**config.mk**
```make
export PLATFORM = sky130hd
export DESIGN_NAME = if_stage
export DESIGN_NICKNAME = d
export VERILOG_FILES = /design/src/rtl/if_stage_pkg.sv /design/src/rtl/if_stage_if_id_reg.sv /design/src/rtl/if_stage.sv
export SDC_FILE = /design/constraint.sdc
export NUM_CORES = 1
export LEC_CHECK = 0
export BUFFER_PORTS_ARGS = -buffer_cell sky130_fd_sc_hd__buf_4
export CAP_MARGIN = 20
export CORE_MARGIN = 8
export CORE_UTILIZATION = 33
export CTS_CLUSTER_SIZE = 8
export DETAILED_ROUTE_END_ITERATION = 8
export GPL_ROUTABILITY_DRIVEN = 0
export SETUP_SLACK_MARGIN = 0.15
export SLEW_MARGIN = 40
export SYNTH_ARGS = -nofsm -noshare
export SYNTH_HDL_FRONTEND = slang
export SYNTH_SLANG_ARGS = --single-unit
export TNS_END_PERCENT = 20
```
**constraint.sdc**
```tcl
create_clock -name clk -period 6.1 [get_ports clk]
set_input_delay 0.305 -clock clk [delete_from_list [all_inputs] [get_ports clk]]
set_output_delay 0.305 -clock clk [all_outputs]
set_load 0.01 [all_outputs]
```
**src/rtl/if_stage_pkg.sv**
```systemverilog
// Shared pipeline definitions: bubble encoding, next-PC op codes, fetch FSM states and the IF/ID payload.
package if_stage_pkg;

  localparam logic [31:0] NOP_INST = 32'h0000_0013;

  typedef enum logic [1:0] {
    NPC_PLUS4  = 2'b00,
    NPC_BRANCH = 2'b01,
    NPC_JAL    = 2'b10,
    NPC_JALR   = 2'b11
  } npc_op_e;

  typedef enum logic [1:0] {
    BOOT   = 2'b00,
    RUN    = 2'b01,
    HALTED = 2'b10
  } fetch_state_e;

  typedef struct packed {
    logic [31:0] pc;
    logic [31:0] inst;
    logic        vld;
  } ifid_t;

endpackage

```
**src/rtl/if_stage_if_id_reg.sv**
```systemverilog
// IF/ID pipeline register: bubble beats load beats hold; one edge of latency from d to q.
// Holding (load=0, bubble=0) is how the hazard unit applies backpressure.
module if_id_reg
  import if_stage_pkg::*;
#(
  parameter logic [31:0] NOP_INST = if_stage_pkg::NOP_INST
) (
  input  logic  clk,
  input  logic  rst,
  input  logic  load,
  input  logic  bubble,
  input  ifid_t d,
  output ifid_t q
);

  always_ff @(posedge clk or posedge rst) begin
    if (rst) begin
      q <= '{pc: 32'h0, inst: NOP_INST, vld: 1'b0};
    end else if (bubble) begin
      q <= '{pc: q.pc, inst: NOP_INST, vld: 1'b0};
    end else if (load) begin
      q <= d;
    end
  end

endmodule

```
**src/rtl/if_stage.sv**
```systemverilog
// Fetch stage: owns the fetch PC, boot/run/halt FSM and IF/ID; imem data reaches IF/ID one edge later.
// Stall holds PC and IF/ID; redirect, flush and halt insert a bubble instead of the fetched word.
module if_stage
  import if_stage_pkg::*;
#(
  parameter logic [31:0] RESET_PC = 32'h0000_3000,
  parameter logic [31:0] NOP_INST = if_stage_pkg::NOP_INST
) (
  input  logic        clk,
  input  logic        rst,
  input  logic [31:0] npc_in,
  input  logic [1:0]  npc_op,
  input  logic        stall,
  input  logic        flush,
  input  logic        halt,
  output logic [31:0] imem_addr,
  input  logic [31:0] imem_rdata,
  output logic [31:0] pc,
  output logic [31:0] ifid_pc,
  output logic [31:0] ifid_inst,
  output logic        ifid_valid,
  output logic        misalign,
  output logic [31:0] fetch_cnt
);

  fetch_state_e state_q;
  logic [31:0]  pc_q;
  logic [31:0]  fetch_cnt_q;
  logic         misalign_q;

  logic  active, redirect, do_halt, do_redir, do_norm;
  logic  ifid_load, ifid_bubble;
  ifid_t ifid_d, ifid_q;

  // Halt outranks redirect, which outranks stall; HALTED ignores everything.
  assign active      = (state_q != HALTED);
  assign redirect    = (npc_op != NPC_PLUS4);
  assign do_halt     = active && halt;
  assign do_redir    = active && !halt && redirect;
  assign do_norm     = active && !halt && !redirect && !stall;
  assign ifid_bubble = do_halt || do_redir || (active && !halt && !redirect && flush);
  assign ifid_load   = do_norm;
  assign ifid_d      = '{pc: pc_q, inst: imem_rdata, vld: 1'b1};

  if_id_reg #(.NOP_INST(NOP_INST)) u_if_id_reg (
    .clk    (clk),
    .rst    (rst),
    .load   (ifid_load),
    .bubble (ifid_bubble),
    .d      (ifid_d),
    .q      (ifid_q)
  );

  always_ff @(posedge clk or posedge rst) begin
    if (rst) begin
      state_q     <= BOOT;
      pc_q        <= RESET_PC;
      misalign_q  <= 1'b0;
      fetch_cnt_q <= 32'h0;
    end else begin
      unique case (state_q)
        BOOT:    state_q <= do_halt ? HALTED : RUN;
        RUN:     state_q <= do_halt ? HALTED : RUN;
        default: state_q <= HALTED;
      endcase
      if (do_redir) begin
        pc_q <= {npc_in[31:2], 2'b00};
        if (npc_in[1:0] != 2'b00) misalign_q <= 1'b1;
      end else if (do_norm) begin
        pc_q <= pc_q + 32'd4;
      end
      if (ifid_load && !ifid_bubble) fetch_cnt_q <= fetch_cnt_q + 32'd1;
    end
  end

  assign imem_addr  = pc_q;
  assign pc         = pc_q;
  assign ifid_pc    = ifid_q.pc;
  assign ifid_inst  = ifid_q.inst;
  assign ifid_valid = ifid_q.vld;
  assign misalign   = misalign_q;
  assign fetch_cnt  = fetch_cnt_q;

endmodule

```
---- Yosys cells after proc, flatten, opt, wreduce, memory -nomap -nowiden ----
Cells that the tools add are included.
storage, ports and cells
  bits of input ports ..................... 71
  output and inout bits ................... 162
  logic and storage cells ................. 39
  flip-flop bits (word level) ............. 132
operators by class
  mux-type cells .......................... 6
  $add $sub $neg .......................... 2
  bitwise logic cells ..................... 1
  reductions and logical operators ........ 21
  equal/unequal tests ..................... 2
operators by type and width
  cell                   number
  $mux 33                2
  $mux 32                2
  $add 32x1->32 const B  1
  $add 32x3->32 const B  1
  $reduce_bool 2->1      4
  $logic_and 1x1->1      7
  $logic_not 1->1        4
  $mux 2                 2
  $reduce_and 2->1       2
  $eq 2x1->1 const B     1
  $logic_not 2->1        1
  $logic_or 1x1->1       2
  $ne 2x2->1 const B     1
  $reduce_or 2->1        1
  $not 1->1              1

---- Longest topological paths before layout ----
Gate-level depths: netlist of the first run.
  word-level depth ........................ 7
  gate-level depth with buffers ........... 8
  mapped depth without buffers ............ 6

---- Modules after synthesis ----
A second synthesis of the first run with hierarchy kept.
second synthesis, totals
  cell total of the unflattened synthesis .. 550
  area, all modules ....................... 6271.0 sq um
by module, submodules not included
  module     cells each  sequential area each (sq um)  area an instance (sq um)  instances
  if_stage   373         1629.1                        3604.7                    1
  if_id_reg  177         1630.3                        2666.3                    1

---- Worst setup path after synthesis of the first run ----
Ideal clock, no wire load.
  path type ............................... flip-flop to flip-flop
  start point ............................. reg pc_q[12] (netlist: imem_addr[12])
  end point ............................... reg pc_q[27] (netlist: imem_addr[27])
  library setup time ...................... 131 ps
  buffers on the path ..................... 0
  clock period less this slack ............ 1950 ps
  data required time ...................... 5969 ps
  arrival time ............................ 1818 ps
  setup slack ............................. 4150 ps
  cell stages (with the launch flop) ...... 6
  cells stage by stage .................... dfstp_2 > nand3_1 > nor4_4 > nand4_2 > o211a_1 > or3_1
on the way
  longest elaborated chain between the ends .. 3
RTL lines
  what                    RTL line        text
  start, declared         if_stage.sv:27  logic [31:0] pc_q;
  start signal, assigned  if_stage.sv:67  pc_q <= {npc_in[31:2], 2'b00};
  start signal, assigned  if_stage.sv:70  pc_q <= pc_q + 32'd4;
  $add 32x3->32           if_stage.sv:70
  $mux 32                 if_stage.sv:69  end else if (do_norm) begin
  $mux 32                 if_stage.sv:66  if (do_redir) begin
No other way between the ends. The select of a mux whose other input is x is not followed.
A chain may end at the register's enable or synchronous reset.

---- Final worst setup path of the first run ----
  start point ............................. reg pc_q[13] (netlist: imem_addr[13])
  end point ............................... reg pc_q[27] (netlist: imem_addr[27])
Same word-level chain as after synthesis.

==> results of run 1 <==
-- flip-flops by register name, indices dropped and copies added, names as in the netlist --
signal	count
state_q	2
misalign	1
imem_addr	30
fetch_cnt	32
u_if_id_reg.q	63
-- power by group --
| part | internal [mW] | switching (mW) |
|---|---|---|
| registers | 0.887 | 0.0692 |
| logic | 0.132 | 0.108 |
| clock network | 0.618 | 0.408 |
-- worst max-delay path, stage by stage, from the launching register on --
cell and delay, ns:
dfstp_2 0.59, nand3_1 0.16, nor4_4 0.48, nand4_2 0.20, o211a_1 0.24, or3_1 0.36
-- layout by cell type (no fill, tap or decap), drive strengths merged, types with 2 or more instances in the layout --
cell type / instances
buf: 230
nand2: 142
dfrtp: 123
xnor2: 33
a22o: 30
nand3: 29
nor2: 21
o21ai: 21
nand4: 20
xor2: 18
clkbuf: 18
and3: 11
inv: 8
nor4: 8
and4: 6
o311ai: 6
conb: 6
nor3: 6
clkinv: 6
dfstp: 5
and2: 5
a22oi: 4
or3: 4
nor2b: 3
o22a: 3
o21a: 2
or2: 2
a21oi: 2
ha: 2
clkinvlp: 2
bufinv: 2
-- metal layers --
| layer | vias to the layer above | wire (um) | part of all wire (%) |
|---|---|---|---|
| li1 | 2365 | - | - |
| met2 | 169 | 8030 | 45 |
| met3 | 14 | 1630 | 9.1 |
| met4 | 0 | 168 | 0.94 |
| met1 | 2387 | 8020 | 45 |
| met5 | - | 0 | 0 |
-- final cells by class --
| type | count | area share [%] |
|---|---|---|
| multi-input combinational | 395 | 28.8 |
| clock buffer | 18 | 5.35 |
| inverter | 4 | 0.244 |
| timing repair buffer | 231 | 21.2 |
| tap | 229 | 3.49 |
| clock inverter | 14 | 1.89 |
| sequential | 128 | 39.1 |
-- cell families (layout without fill, tap and decap cells) --
| group | Yosys count | in the layout | share of synthesized area, % |
|---|---|---|---|
| compound gates | 75 | 75 | 9.38 |
| simple gates | 261 | 261 | 21.9 |
| flops | 128 | 128 | 54.2 |
| xor+xnor | 51 | 51 | 7.54 |
| buf+inv | 65 | 267 | 6.48 |
| fa+ha+maj | 2 | 2 | 0.422 |
| other cells | 1 | 6 | 0.0633 |
-- synth_stat cells, types with 2 or more instances --
cell | count | share of area (%)
ha_1 | 2 | 0.42
and3_1 | 10 | 1.1
nor4_1 | 3 | 0.32
a22o_1 | 30 | 4.4
a22oi_1 | 4 | 0.51
or2_2 | 2 | 0.21
clkbuf_1 | 21 | 1.3
nor3_1 | 5 | 0.42
xnor2_1 | 33 | 4.9
o21a_1 | 2 | 0.25
dfstp_2 | 5 | 2.2
nand4_1 | 18 | 1.9
buf_4 | 36 | 4.6
and4_1 | 6 | 0.89
inv_1 | 4 | 0.25
nor4_4 | 4 | 1.4
xor2_1 | 18 | 2.7
and2_1 | 5 | 0.53
o21ai_0 | 21 | 1.8
o311ai_0 | 6 | 0.89
a21oi_1 | 2 | 0.17
or3_1 | 3 | 0.32
buf_2 | 4 | 0.34
nand2_1 | 142 | 9.0
nand3_1 | 29 | 2.4
o22a_1 | 3 | 0.44
nor2_1 | 21 | 1.3
nor2b_1 | 3 | 0.32
dfrtp_1 | 123 | 52
-- final timing paths --
kind	from	end	slack (ns)	cells past startpoint
min in group asynchronous	rst	u_if_id_reg.q[29]	0.53	3
worst max-delay path	imem_addr[13]	imem_addr[27]	3.95	5
max in group asynchronous	rst	imem_addr[11]	4.57	4
worst min-delay path	npc_in[16]	imem_addr[16]	0.09	3
worst max register to register	imem_addr[13]	imem_addr[27]	3.95	5
worst min register to register	u_if_id_reg.q[35]	u_if_id_reg.q[35]	0.48	2
-- timing repair --
action | CTS | global route
setup buffers | 0 | 0
hold buffers | 1 | 0
endpoints found under the hold margin | 34 | 0
-- through the flow --
step                setup WS (ns)  hold WS (ns)  cells  utilization (%)
floorplan                    2.39         0.411    588                -
global placement             3.57         0.434    986             42.7
detailed placement           3.68         0.435    986             42.8
CTS                          3.84        0.0725   1019             46.2
global route                 3.78        0.0792   1019             46.2
finish                       3.95        0.0920   1019             46.2
==> flow_summary.ini, run 1 <==
[pwr]
fin_total_pwr_mw = 2.22
leakagePower_nw = 4.15
ir_drop_uv = 190
p_per_area_nw_per_um2 = 271

[finish]
num_antenna_cells = 0
multi_input_area_um2 = 2360
final_net_count = 850
fill_cells = 1733
drive_above_1_share_pct = 35.9
area.sequential_um2 = 3210
area_growth_pct = 38.6
finalInstanceArea_um2 = 8210

[logic_synthesis]
synth_area_per_cell_um2 = 10.2
yosysSeqAreaShare_pct = 54.2
syn_area_um2 = 5920
synth_cell_types = 47
synth_flop_cell = dfrtp_1
synth_warnings = 0
synth_cells = 583
ys_async_sr_fraction_pct = 100
synth_edf_count = 0
ys_seq_elements = 128

[timing]
fmax_ghz = 0.464
slew_headroom_pct = 52.7
setup_viol = 0
min_period_ns = 2.15
rsz0062_at_grt = no
tightestPinTransition_ns = 0.709
drv_slew = 0
hold_viol = 0
finalCritPeriodShare_pct = 35.3
tns_ns = 0
clock_skew_ns = 0.00670

[clocking]
cts_buffer_depth = 2
clock_sink_count = 128
cts_buffers = 17
cts.reportedPaths.clkPinSlew_ns = 0.06
cts_tree = done
post_cts_resized = 0
h-tree-depth = 4
clock_latency_ns = 0.41
ctsRootBufferMaster = clkbuf_16

[place]
place_area_um2 = 7600
io_buffers = 226
dpl.hpwl_mm = 12.9

[worst_setup_path]
worstSetupEndpointType = flip-flop
critPathRequiredTime_ns = 6.39
crit_type = reg -> reg
cp.arrival_ns = 2.44
crit_path_start_kind = flip-flop
cp_max_fo = 6

[die]
rows = 49
coreArea_um2 = 17800
initial_core_util_pct = 33.3
fp.dieH_um = 150
io_pins = 233
die_w_um = 150
dieArea_um2 = 22500

[route]
ant_nets = 0
avgViaCountPerCell = 4.84
drtIter0Drc = 215
dr_total_vias = 4935
wirelength_mm = 17.8
drc = 0
wire_per_inst_um = 17.5
dr.pass1.iters = 4

[global_routing]
grt_pass1_wl_mm = 28.8
grt_pass1_vias = 5252
grt_busiest_layer = met2
grt_overflow = 0
use_met2_pct = 24.6
antenna_found_initial = 0
grt_use_total_pct = 16.3
grt_use_met1_pct = 21.2
grt_max_degree = 66
use_met3_pct = 6.08

[hold_path]
hp-class = in -> reg

[status]
outcome = finished, final reports clean

[job]
drv_cap = 0
Power figures use the tool's default switching activity.
==> run 2: changes to the inputs <==
Clock period 6.1 ns to 1.9 ns, I/O delays scaled along.
==> run 2 against run 1 <==
Non-clock buffer count up 114. Utilization up 6.8 points. Cell area up 15%. Die area unchanged. Combinational power rose to 4.8 times the previous value. Clock power rose to 3.5 times the previous value. Total power rose to 3.5 times the previous value. Via count up 10%. Worst hold slack worse by 0.048 ns. Count of clock-buffer cells in the layout up 1. Largest cell class unchanged.
==> flow_summary.ini, run 2 (synthesized netlist as in run 1, its figures left out) <==
[global_routing]
use_met3_pct = 5.78
grt_overflow = 0
grt_busiest_layer = met2
grt_pass1_wl_mm = 30.5
grt_use_total_pct = 17.2
grt_pass1_vias = 5763
antenna_found_initial = 0
grt_use_met1_pct = 21.8
use_met2_pct = 27.5
grt_max_degree = 57

[die]
fp.dieH_um = 150
io_pins = 233
dieArea_um2 = 22500
initial_core_util_pct = 33.3
die_w_um = 150
coreArea_um2 = 17800
rows = 49

[finish]
num_antenna_cells = 0
finalInstanceArea_um2 = 9420
largest-register = u_if_id_reg.q
area_growth_pct = 59.0
fin_cells = 1133
utilization_pct = 53.0
final_common_cell = buf_4
largest_reg_flops = 63
drive_above_1_share_pct = 38.6
final_cell_mix = 276 x buf_4, 142 x nand2_1, 122 x dfrtp_1, 65 x dlygate4sd3_1, 33 x xnor2_1
final_net_count = 964

[pwr]
p_sw_mw = 1.89
ir_drop_uv = 606
switching_share_pct = 24.4
power.share.clock_pct = 47.1
p_per_area_nw_per_um2 = 822
power_frac_comb_pct = 14.9
pwr-share-seq_pct = 38.0
leakagePower_nw = 4.71
power.internal_mw = 5.86

[status]
outcome = finished, final reports clean

[clocking]
cts_buffers = 17
ctsRootBufferMaster = clkbuf_16
cts.reportedPaths.clkPinSlew_ns = 0.06
clock_sink_count = 128
h-tree-depth = 4
cts_buffer_depth = 2
cts_tree = done
clock_latency_ns = 0.41

[job]
drv_cap = 0

[worst_setup_path]
crit_type = reg -> reg
cpPeakStageDelay_ns = 0.38
critPathRequiredTime_ns = 2.20
cp_max_fo = 3
crit_chain = nand3_1 > nor4_4 > nand4_2 > o211a_1 > or3_1
worstSetupEndpointType = flip-flop
crit_path_start_kind = flip-flop
worst_path_max_delay_cell = dfrtp_1
cp.arrival_ns = 2.04

[timing]
rsz0062_at_grt = yes
worst_slack_ns = 0.151
finalCritPeriodShare_pct = 92.0
fmax_ghz = 0.572
min_period_ns = 1.75
drv_slew = 0
hold-worst-slack_ns = 0.0443
setup_viol = 0
slew_headroom_pct = 61.9
hold_viol = 0
tightestPinTransition_ns = 0.567
clock_skew_ns = 0.00805

[route]
drc = 0
ant_nets = 0
wire_per_inst_um = 17.2
avgViaCountPerCell = 4.80
wirelength_mm = 19.5
dr.pass1.iters = 4
drtIter0Drc = 280
dr_total_vias = 5438

[hold_path]
hp-class = in -> reg

[place]
dp_slack_ns = 0.0499
place_area_um2 = 8010
io_buffers = 226
dpl.hpwl_mm = 13.9
post-place-cells = 1035
run 2: power groups by stage:
| stage | combinational, mW | clock (mW) | sequential, mW |
|---|---|---|---|
| 2_1_floorplan | 0.375 | 0 | 3.10 |
| 4_1_cts | 1.16 | 3.72 | 2.94 |
| 3_3_place_gp | 1.04 | 0 | 2.99 |
| 6_report | 1.15 | 3.65 | 2.95 |
| 3_5_place_dp | 1.04 | 0 | 2.99 |
| 5_1_grt | 1.24 | 3.85 | 2.96 |
run 2: per-layer routing:
layer / vias up / part of all wire [%]
li1: 2589 / -
met5: - / 0
met2: 188 / 47
met4: 0 / 1.5
met1: 2635 / 44
met3: 26 / 7.7
run 2: path summary, 6_finish.rpt:
kind                                   start           endpoint  slack (ns)  cells past startpoint
setup / recovery                imem_addr[6]      imem_addr[27]        0.15                      5
hold / removal                    npc_in[30]      imem_addr[30]        0.04                      3
setup reg to reg                imem_addr[6]      imem_addr[27]        0.15                      5
hold reg to reg            u_if_id_reg.q[37]  u_if_id_reg.q[37]        0.47                      2
max in group asynchronous                rst   u_if_id_reg.q[5]        0.88                      4
min in group asynchronous                rst  u_if_id_reg.q[42]        0.31                      3
run 2: metrics by stage:
step	setup TNS [ns]	total power, mW
after floorplan	-0.0498	3.48
after global placement	0	4.03
after detailed placement	0	4.04
after CTS	0	7.82
after global routing	0	8.05
final	0	7.75
run 2: repair_timing:
action	4_1_cts	5_1_grt
hold buffers	65	0
hold endpoints to repair	81	0
endpoints found under the setup margin	12	50
resized for setup	3	19
setup buffers	0	1
pin swaps	1	9
run 2: worst max-delay path, delay by kind of cell (launching register included):
family             cells  cell delay [ns]
DFF                    1             0.38
AOI/OAI and AO/OA      1             0.22
and+or+nand+nor        4             1.03
run 2: area by class of cell:
type | instances | area, um^2
Clock inverter | 13 | 209
Clock buffer | 19 | 453
Inverter | 4 | 18.8
Fill cell | 1612 | 8360
Sequential cell | 128 | 3210
Tap cell | 229 | 287
Multi-Input combinational cell | 395 | 2440
Timing Repair Buffer | 345 | 2800
==> run 3: changes to the inputs <==
Clock period 1.9 ns to 1.4 ns, I/O delays scaled along.
==> run 3 against run 2 <==
The run now ends with negative setup slack left. Clock power grew 33%. Global-route usage rose by 1.4 points. Total power increased by 39%. Sequential power increased by 37%. Sequential cell count is the same. Non-clock buffer count is 90 higher. Cell count grew 7.9%. Largest cell class is now buffers.
==> flow_summary.ini, run 3 (synthesized netlist as in run 1, its figures left out) <==
[worst_setup_path]
crit_path_start_kind = flip-flop
crit_type = reg -> reg
cp.arrival_ns = 2.00
cpPeakStageDelay_ns = 0.57
crit_buf_inv = 0
cp_max_fo = 3
crit_chain = nand3_4 > nor4_4 > nand4_2 > o211a_1 > or3_1
critPathRequiredTime_ns = 1.69
crit_family = simple AND/OR/NAND/NOR gates
worstSetupEndpointType = flip-flop
worst_path_max_delay_cell = dfstp_2

[die]
dieArea_um2 = 22500
fp.dieH_um = 150
io_pins = 233
rows = 49
die_w_um = 150
initial_core_util_pct = 33.3
coreArea_um2 = 17800

[finish]
finalInstanceArea_um2 = 10900
largest_reg_flops = 63
multi_input_area_um2 = 2850
fin_cells = 1222
largest-register = u_if_id_reg.q
num_antenna_cells = 0
final_net_count = 1054
area.sequential_um2 = 3230
final_cell_mix = 316 x buf_4, 130 x nand2_1, 109 x dfrtp_1, 64 x dlygate4sd3_1, 35 x buf_6
fill_cells = 1441
final_common_cell = buf_4
area_growth_pct = 83.8
drive_above_1_share_pct = 51.3

[route]
wl_met2_mm = 10.6
top_layer = met4
drtIter0Drc = 258
wire_per_inst_um = 17.7
dr_wl_met3_mm = 1.38
dr.pass1.iters = 5
wirelength_mm = 21.6
avgViaCountPerCell = 4.79
ant_nets = 0
dr_total_vias = 5855
drt-met1-wl_mm = 9.44
drc = 0

[clocking]
cts_buffer_depth = 2
cts_buffers = 17
h-tree-depth = 4
cts_tree = done
ctsRootBufferMaster = clkbuf_16
clock_latency_ns = 0.42
clock_sink_count = 128
cts.reportedPaths.clkPinSlew_ns = 0.06

[timing]
min_period_ns = 1.71
clock_skew_ns = 0.00627
finalCritPeriodShare_pct = 122
fmax_ghz = 0.584
hold-worst-slack_ns = 0.00812
setup_viol = 117
rsz0062_at_grt = yes
drv_slew = 0
worst_slack_ns = -0.311
hold_viol = 0

[place]
place_area_um2 = 8490
post-place-cells = 1090
io_buffers = 226
dpl.hpwl_mm = 14.2

[pwr]
p_per_area_nw_per_um2 = 986
ir_drop_uv = 796
leakagePower_nw = 5.47

[global_routing]
grt_max_degree = 66
grt_pass1_wl_mm = 33.1
antenna_found_initial = 0
grt_pass1_vias = 6269
grt_use_total_pct = 18.7
grt_overflow = 0

[hold_path]
hp-class = in -> reg

[status]
violations = negative setup slack
outcome = complete, but fails checks

[job]
drv_cap = 0
==> run 3: changes by cell type in the layout (fill, tap and decap cells not counted), moves of 12 or more <==
cell | previous run | this run
nand3_1 | 26 | 14
buf_6 | 0 | 35
dfrtp_2 | 1 | 14
buf_4 | 276 | 316
o21ai_1 | 0 | 12
nand2_1 | 142 | 130
dfrtp_1 | 122 | 109
o21ai_0 | 21 | 4
==> run 3: timing repair <==
action,in CTS,in global routing
buffers inserted,18,11
hold endpoints to repair,185,0
resized for setup,108,78
endpoints found under the setup margin,133,152
cloned,7,1
hold buffers,64,0
pin swaps,50,55
==> run 3: metal layers <==
layer / vias up / track usage [%]
met2: 185 / 31.9
met5: - / 0
met3: 15 / 4.78
met1: 2877 / 23.1
li1: 2778 / -
met4: 0 / 4.55
==> run 3: worst reg2reg max path: cells and delay by family, from the launching register on <==
kind | cells | cell delay (ns)
DFF | 1 | 0.57
and+or+nand+nor | 4 | 0.78
AOI/OAI and AO/OA | 1 | 0.24
==> run 3: power by group <==
group	internal (mW)	switching, mW
registers	3.88	0.148
logic	1.01	0.836
clock network	3.15	1.71
==> run 3: area by class of cell <==
cell class	instances	share of cell area [%]
timing repair buffer	435	35.5
sequential	128	29.6
clock buffer	17	3.91
inverter	4	0.172
clock inverter	14	1.98
multi-input combinational	395	26.2
tap	229	2.63
==> run 3: metrics by stage <==
stage	util (%)	power (mW)	setup TNS [ns]	setup WS, ns
finish	61.2	10.7	-16.22	-0.311
global route	61.2	11.1	-24.89	-0.364
CTS	58.7	10.8	-12.82	-0.328
detailed placement	47.8	5.60	-26.56	-0.321
global placement	47.8	5.60	-24.51	-0.284
floorplan	-	4.74	-43.83	-0.383
==> run 3: path summary, 6_finish.rpt <==
check / from / to / slack, ns / cells past startpoint
max reg2reg: imem_addr[12] / imem_addr[27] / -0.31 / 5
max: imem_addr[12] / imem_addr[27] / -0.31 / 5
min: npc_in[30] / imem_addr[30] / 0.008 / 3
max in group asynchronous: rst / u_if_id_reg.q[1] / 0.72 / 4
min reg2reg: u_if_id_reg.q[56] / u_if_id_reg.q[56] / 0.47 / 2
min in group asynchronous: rst / u_if_id_reg.q[40] / 0.35 / 4
